[config.mk]
export PLATFORM = sky130hd
export DESIGN_NAME = fb_scanout
export DESIGN_NICKNAME = d
export VERILOG_FILES = /design/src/rtl/fb_scanout.sv
export SDC_FILE = /design/constraint.sdc
export NUM_CORES = 1
export LEC_CHECK = 0
export ABC_AREA = 1
export CORE_ASPECT_RATIO = 1.1
export CORE_MARGIN = 3
export CORE_UTILIZATION = 35
export DETAILED_ROUTE_END_ITERATION = 10
export HOLD_SLACK_MARGIN = 0.05
export SKIP_CTS_REPAIR_TIMING = 1
export SYNTH_ARGS = -nofsm -noshare
export SYNTH_HDL_FRONTEND = slang
export SYNTH_SLANG_ARGS = --single-unit
[constraint.sdc]
create_clock -name clk -period 3.85 [get_ports clk]
set_clock_uncertainty 0.2 [all_clocks]
set_input_delay 0.77 -clock clk [delete_from_list [all_inputs] [get_ports clk]]
set_output_delay 0.77 -clock clk [all_outputs]
set_load 0.02 [all_outputs]
[src/rtl/fb_scanout.sv]
// fb_scanout: 1bpp framebuffer scanout engine.
// Generates raster timing, fetches one VRAM byte per 8-pixel slot, serialises it MSB-first,
// and drives the bus-switch enables so the scanout and the 6502 never share the VRAM bus.
// Optional build macro: FB_DOUBLE_SCAN_EN (each VRAM row is shown on two consecutive lines).
module fb_scanout #(
    parameter int unsigned H_BYTES     = 32,
    parameter int unsigned H_TOTAL     = 40,
    parameter int unsigned HSYNC_START = 34,
    parameter int unsigned HSYNC_LEN   = 4,
    parameter int unsigned V_ACTIVE    = 192,
    parameter int unsigned V_TOTAL     = 262,
    parameter int unsigned VSYNC_START = 224,
    parameter int unsigned VSYNC_LEN   = 3,
    parameter int unsigned ADDR_W      = 13
) (
    input  logic              clk,
    input  logic              rst,
    input  logic [7:0]        vram_data,
    output logic [ADDR_W-1:0] vram_addr,
    output logic              vid_oe_n,
    output logic              cpu_oe_n,
    output logic              rdy,
    output logic              pixel,
    output logic              hsync_n,
    output logic              vsync_n
);

    localparam int unsigned SW = $clog2(H_TOTAL);
    localparam int unsigned LW = $clog2(V_TOTAL);

    typedef struct packed {
        logic [LW-1:0] line;
        logic [SW-1:0] slot;
        logic [2:0]    phase;
    } pos_t;

    // Raster position one clock later, with frame wrap.
    function automatic pos_t advance(input pos_t p);
        pos_t n;
        n       = p;
        n.phase = p.phase + 3'd1;
        if (p.phase == 3'd7) begin
            if (p.slot == SW'(H_TOTAL - 1)) begin
                n.slot = '0;
                n.line = (p.line == LW'(V_TOTAL - 1)) ? '0 : p.line + LW'(1);
            end else begin
                n.slot = p.slot + SW'(1);
            end
        end
        return n;
    endfunction

    function automatic logic in_active_slot(input pos_t p);
        return (p.line < LW'(V_ACTIVE)) && (p.slot < SW'(H_BYTES));
    endfunction

    function automatic logic is_fetch(input pos_t p);
        return in_active_slot(p) && (p.phase <= 3'd3);
    endfunction

    // run_q is low only between reset and the first edge; pos_q is the current cycle's position.
    logic              run_q;
    pos_t              pos_q, pos_d, pos_dd;
    logic [ADDR_W-1:0] line_base_q, line_base_d;
    logic [7:0]        latch_q;
    logic [7:0]        shift_q;
    logic              fetch_cur, fetch_nxt, fetch_nn;
    logic              line_end;

    // Next-position, line base and fetch-window decode.
    always_comb begin
        pos_d     = run_q ? advance(pos_q) : '0;
        pos_dd    = advance(pos_d);
        fetch_cur = run_q && is_fetch(pos_q);
        fetch_nxt = is_fetch(pos_d);
        fetch_nn  = is_fetch(pos_dd);
        line_end  = (pos_q.phase == 3'd7) && (pos_q.slot == SW'(H_TOTAL - 1));

        line_base_d = line_base_q;
        if (!run_q || (pos_d.line == '0)) begin
            line_base_d = '0;
        end else if (line_end && (pos_q.line < LW'(V_ACTIVE))) begin
`ifdef FB_DOUBLE_SCAN_EN
            // Only odd lines advance, so each row is scanned twice.
            if (pos_q.line[0]) begin
                line_base_d = line_base_q + ADDR_W'(H_BYTES);
            end
`else
            line_base_d = line_base_q + ADDR_W'(H_BYTES);
`endif
        end
    end

    // Counters, fetch path and registered outputs, all computed for the upcoming cycle.
    always_ff @(posedge clk or posedge rst) begin
        if (rst) begin
            run_q       <= 1'b0;
            pos_q       <= '0;
            line_base_q <= '0;
            latch_q     <= '0;
            shift_q     <= '0;
            vram_addr   <= '0;
            vid_oe_n    <= 1'b1;
            cpu_oe_n    <= 1'b1;
            rdy         <= 1'b0;
            hsync_n     <= 1'b1;
            vsync_n     <= 1'b1;
        end else begin
            run_q       <= 1'b1;
            pos_q       <= pos_d;
            line_base_q <= line_base_d;

            vid_oe_n <= ~fetch_nxt;
            // CPU side only when previous, current and next cycles are all non-fetch.
            cpu_oe_n <= fetch_cur | fetch_nxt | fetch_nn;
            rdy      <= ~(fetch_cur | fetch_nxt | fetch_nn);

            if (fetch_nxt) begin
                vram_addr <= line_base_d + ADDR_W'(pos_d.slot);
            end

            if (fetch_cur && (pos_q.phase == 3'd3)) begin
                latch_q <= vram_data;
            end

            // Load at the end of a fetched slot; zeros shift in so idle slots show black.
            if (run_q && (pos_q.phase == 3'd7) && in_active_slot(pos_q)) begin
                shift_q <= latch_q;
            end else begin
                shift_q <= {shift_q[6:0], 1'b0};
            end

            hsync_n <= ~((pos_d.slot >= SW'(HSYNC_START)) &&
                         (pos_d.slot < SW'(HSYNC_START + HSYNC_LEN)));
            vsync_n <= ~((pos_d.line >= LW'(VSYNC_START)) &&
                         (pos_d.line < LW'(VSYNC_START + VSYNC_LEN)));
        end
    end

    assign pixel = shift_q[7];

endmodule

==> Word level (Yosys, flattened, before mapping) <==
Cells that the tools add are included.
{ "op_classes": {"n_addsub": 8, "n_lt_le_gt_ge": 13, "n_eq_ne": 7, "muxes": 12, "bitwise": 6, "reduce_logical": 17} }
{ "ops": {"columns": ["op", "n"], "rows": [
  ["9-bit by 8-bit < comparator with 1-bit output, second input constant", 4],
  ["9-bit 2-to-1 mux", 4],
  ["15-bit 2-to-1 mux", 2],
  ["13-bit 2-to-1 mux", 2],
  ["6-bit < comparator, second input constant", 4],
  ["9-bit by 1-bit adder with 9-bit output, second input constant", 2],
  ["9-bit == test, second input constant", 2],
  ["18-bit 2-to-1 mux", 1],
  ["1-bit logical AND", 14],
  ["13-bit by 6-bit adder with 13-bit output", 1],
  ["13-bit by 6-bit adder with 13-bit output, second input constant", 1],
  ["6-bit by 1-bit adder with 6-bit output, second input constant", 2],
  ["6-bit == test, second input constant", 2],
  ["6-bit 2-to-1 mux", 2],
  ["9-bit by 8-bit greater-or-equal comparator with 1-bit output, second input constant", 1],
  ["3-bit by 2-bit <= comparator with 1-bit output, second input constant", 3],
  ["9-bit zero test", 1],
  ["8-bit 2-to-1 mux", 1],
  ["3-bit by 1-bit adder with 3-bit output, second input constant", 2],
  ["3-bit == test, second input constant", 2],
  ["6-bit greater-or-equal comparator, second input constant", 1],
  ["1-bit inverter", 4],
  ["3-bit by 2-bit == test with 1-bit output, second input constant", 1],
  ["1-bit bitwise OR", 2],
  ["2 further kinds", 2]
]} }
{ "word_totals": {"regBits": 66, "in_bits": 10, "output_inout_bits": 19, "word_cells": 76} }

==> Depth between registers and ports, before layout <==
{ "depth": {"depth_word": 14, "ltp_mapped": 28, "ltp_nobuf": 26} }

==> Worst setup path before layout <==
Ideal clock, no wire load.
{ "synth_timing": {"path_kind": "reg2reg", "from": "reg pos_q[0] (netlist name)", "to": "reg vram_addr[12]", "setup_time_ps": 118, "arrival_ps": 3606, "t_required_ps": 3532, "setup_slack_ps": -73, "path_stages_with_launch": 27, "n_path_buf": 2, "synth_period_minus_slack_ps": 3923, "cell_sequence": "dfrtp_1 -> ha_1 -> ha_1 -> buf_4 -> nand2_4 -> inv_2 -> nand2_4 -> nor2_4 -> nand2_1 -> nand3_1 -> nand2_2 -> nor2_4 -> nand2_4 -> buf_12 -> inv_1 -> nor2_1 -> ha_1 -> inv_1 -> fa_1 -> o21ai_0 -> a21oi_1 -> o21ai_0 -> nand3_1 -> nor2_2 -> nand3_1 -> nand3_1 -> nand2_1"} }
{ "synth_via": {"elab_chain_cells": 7, "elab_cells_between_ends": 16, "cone_classes": "2 x add/sub; 3 x order compare; 1 x eq/ne; 4 x mux; 6 x reduce/logical"} }
{ "synth_rtl": {"columns": ["item", "line_no", "text"], "rows": [
  ["start: declaration", "63", "pos_t pos_q, pos_d, pos_dd;"],
  ["start signal: assignment", "110", "pos_q <= pos_d;"],
  ["3-bit == test (*)", "42, 77", null],
  ["15-bit 2-to-1 mux", "42", "if (p.phase == 3'd7) begin"],
  ["18-bit 2-to-1 mux", "72", "pos_d = run_q ? advance(pos_q) : '0;"],
  ["9-bit zero test", "80", "if (!run_q || (pos_d.line == '0)) begin"],
  ["1-bit logical OR", "80", null],
  ["13-bit 2-to-1 mux (*)", "80", null],
  ["via line_base_d[0]", "64", "logic [ADDR_W-1:0] line_base_q, line_base_d;"],
  ["13-bit by 6-bit adder with 13-bit output (*)", "119", "vram_addr <= line_base_d + ADDR_W'(pos_d.slot);"],
  ["end signal: assignment", "119", null],
  ["end: declaration", "19", "output logic [ADDR_W-1:0] vram_addr,"]
]} }
The timed path passes the listed nets; every way through them passes the cells marked *.
A chain may end at the register's enable or synchronous reset.

==> Worst setup path after layout <==
{ "layout_timing": {"from": "reg pos_q[0] (netlist name)", "to": "reg vram_addr[11]"} }
The elaborated chain is that of the path after synthesis.

==> results.tsv <==
metric	value	unit
P_sw	0.366	mW
io pins	29	
Seq pwr share	0.465	
Root Buffer	clkbuf_16	
Cell variety after synth	39	
Sw Ratio	0.226	
Crit Path Class	reg -> reg	
CP required	3.92	ns
Post-Synth XOR/XNOR Area	0.0340	
GRT Total Usage	0.149	
Die ar.	0.0121	mm2
EDFF count, synth	0	
Mapped Avg Cell Area	8.58	um2
Syn. warnings	0	
top cells by count, synth	nand2_1 (98), dfrtp_1 (62), inv_1 (62), nor2_1 (44), nand3_1 (23)	
IO buf count	28	
Crit-path slowest cell	dfrtp_1	
CP Capture Type	flip-flop	
Tmin final	3.59	ns
syn nets	470	
worst skew pair latency	0.33	ns
status	finished, final reports clean	
gr busiest metal	met2	
FILL cells	1009	
Antenna Nets Post-Route	0	
mux share of post-synthesis cell area	0.0416	
pre-CTS worst setup slack	-0.0564	ns
initial drt markers	97	
largest family of logic cells by synthesized area	simple AND/OR/NAND/NOR gates	
part of the power in combinational logic	0.068	
wire per inst	13.1	um
clock tree buffer depth	2	
pin count of the biggest net entering global routing	45	
Clk network pwr share	0.467	
CP Data Arrival Time	3.66	ns
total power	1.61	mW
FP Rows	39	
initial antenna violation count	0	
final wirelength	8.35	mm
M2 GR Usage	0.256	
Synth Cell Area	0.00379	mm2
GPL Wtd Cong	0.932	
Yosys top cell area share	0.409	
relative slew slack	0.623	
simple-gate share of the synthesized area	0.292	
startpoint types	flip-flop	
peak supply drop	0.189	mV
Via Count	2957	
routing usage on met3	0.0404	
vias in the first global route	3018	
flop-to-flop setup slack	0.26	ns
leakage	2.27	nW
Slew @ Worst Pin	0.565	ns
dominant cell type by area after synthesis	dfrtp_1	
M1 GR Usage	0.176	
Seq/Total Area, Yosys	0.437	
Synth Register Bits	66	
Hold Path Class	reg -> reg	
grt ovf	0	
Final #Nets	517	
Max-Cap Viols	0	
H-tree depth	3	
cell repeated most along the worst path	nand2_1	
Core Area	0.0105	mm2
Syn Inst Count	442	
fin crit share	0.933	
leading post-synthesis cells by cell area	dfrtp_1 (41%), nand2_1 (9.7%), inv_1 (6.1%)	
Synth Area in Compound Gates	0.0535	
Syn-to-layout area delta	23.1	%
Final Hold Vio Count	0	
CTS tree	yes	
clock sinks	66	
first-pass iteration count of the detailed router	4	
vias per cell	4.65	
TritonCTS buffer count	9	
Initial Utilization	0.361	
# setup viols final	0	
Synth Area in Adders	0.0614	
Final HPWL DP	6.13	mm
first-pass GRT wire length	14.2	mm
Finished Layout Cells	636	
pwr/cell area	346	mW/mm2
die extent in y	115	um
FFs w/ async S/R, synth	1.00	
cell internal pwr	1.25	mW
TNS Setup	0	ns
Synth Flop Type	dfrtp_1	
most frequent cell after synthesis	nand2_1	
Clk pin slew, worst setup/hold paths	0.05	ns
Chip Width	105	um
Crit path max-delay family	simple AND/OR/NAND/NOR gates	
Max Slew Vio Count	0	
layout cells sized above 1	0.219	
Critical Path Max Stage Delay	0.42	ns
Worst Slack Setup Final	0.257	ns
fmax	278	MHz
highest net fanout along the worst path	13	
drt drc	0	
CP bufs+invs	3	
placed instance count	619	
Antenna Cells	0	
==> metal layers <==
metal	vias up	part of all wire	wire length, um
li1	1492	-	-
met1	1412	0.45	3790
met2	37	0.50	4150
met3	16	0.027	225
met4	0	0.022	187
met5	-	0	0
==> logic make-up (layout without fill, tap and decap cells) <==
kind of cell | count (synthesis) | after routing
mux | 14 | 14
xor+xnor | 13 | 13
buf+inv | 73 | 124
simple gates | 221 | 221
other cells | 1 | 1
flops | 66 | 66
compound gates | 36 | 36
fa+ha+maj | 18 | 18
==> layout make-up <==
class,instances,area (um2),area share
multi-input cells,303,1920,0.411
flip-flops and latches,66,1660,0.355
repair buffers,41,378,0.0810
clock buffers,13,260,0.0558
inverters,68,260,0.0558
well taps,143,179,0.0383
clock inverters,2,12.5,0.00268
==> flip-flops by register name (all words and copies together), names as in the netlist <==
register	count
cpu_oe_n	1
hsync_n	1
latch_q	8
line_base_q	13
pos_q	18
rdy	1
run_q	1
shift_q	8
vid_oe_n	1
vram_addr	13
vsync_n	1
==> power by group through the flow <==
stage               clock, mW  combinational, mW  sequential, mW
detailed placement          0              0.110           0.760
global route            0.808              0.122           0.755
CTS                     0.772              0.111           0.749
global placement            0              0.107           0.758
floorplan                   0             0.0713           0.759
finish                  0.754              0.109           0.751
==> worst paths after layout <==
check                                          start                         to  depth (start not counted)
worst min-delay path            shift_q[2]$_DFF_PP0_       shift_q[3]$_DFF_PP0_                          1
min in group asynchronous                        rst   line_base_q[4]$_DFF_PP0_                          3
max in group asynchronous                        rst         pos_q[9]$_DFF_PP0_                          3
worst max-delay path              pos_q[0]$_DFF_PP0_  vram_addr[11]$_DFFE_PP0P_                         27
worst max register to register    pos_q[0]$_DFF_PP0_  vram_addr[11]$_DFFE_PP0P_                         27
worst min register to register  shift_q[2]$_DFF_PP0_       shift_q[3]$_DFF_PP0_                          1
==> cell usage in the layout, fill, tap and decap left out, types with 7 or more instances in the layout <==
master / n
xor2_1: 10
a21oi_1: 12
nand2_1: 96
nor2_2: 7
nor3_1: 7
clkdlybuf4s50_1: 28
inv_1: 61
nor2_1: 42
clkbuf_16: 9
nand2_2: 15
buf_4: 13
o21ai_0: 9
nand3_2: 7
dfrtp_1: 61
nand4_1: 8
ha_1: 14
nand3_1: 22
mux2_2: 14
==> stage by stage <==
| stage | utilization | hold WS (ns) | area [um2] |
|---|---|---|---|
| finish | 0.445 | 0.277 | 4670 |
| global route | 0.445 | 0.284 | 4670 |
| CTS | 0.435 | 0.280 | 4560 |
| detailed placement | 0.409 | 0.267 | 4290 |
| global placement | 0.409 | 0.260 | 4290 |
| floorplan | - | 0.254 | 3790 |
==> worst reg2reg max path, delay by kind of cell, from the launching register on <==
family | cells | cell delay [ns]
adder cells (fa/ha/maj) | 3 | 0.60
buffers and inverters | 3 | 0.36
flip-flops | 1 | 0.42
AO/OA/AOI/OAI | 3 | 0.38
AND/OR/NAND/NOR | 18 | 1.57
Power figures use the tool's default switching activity.
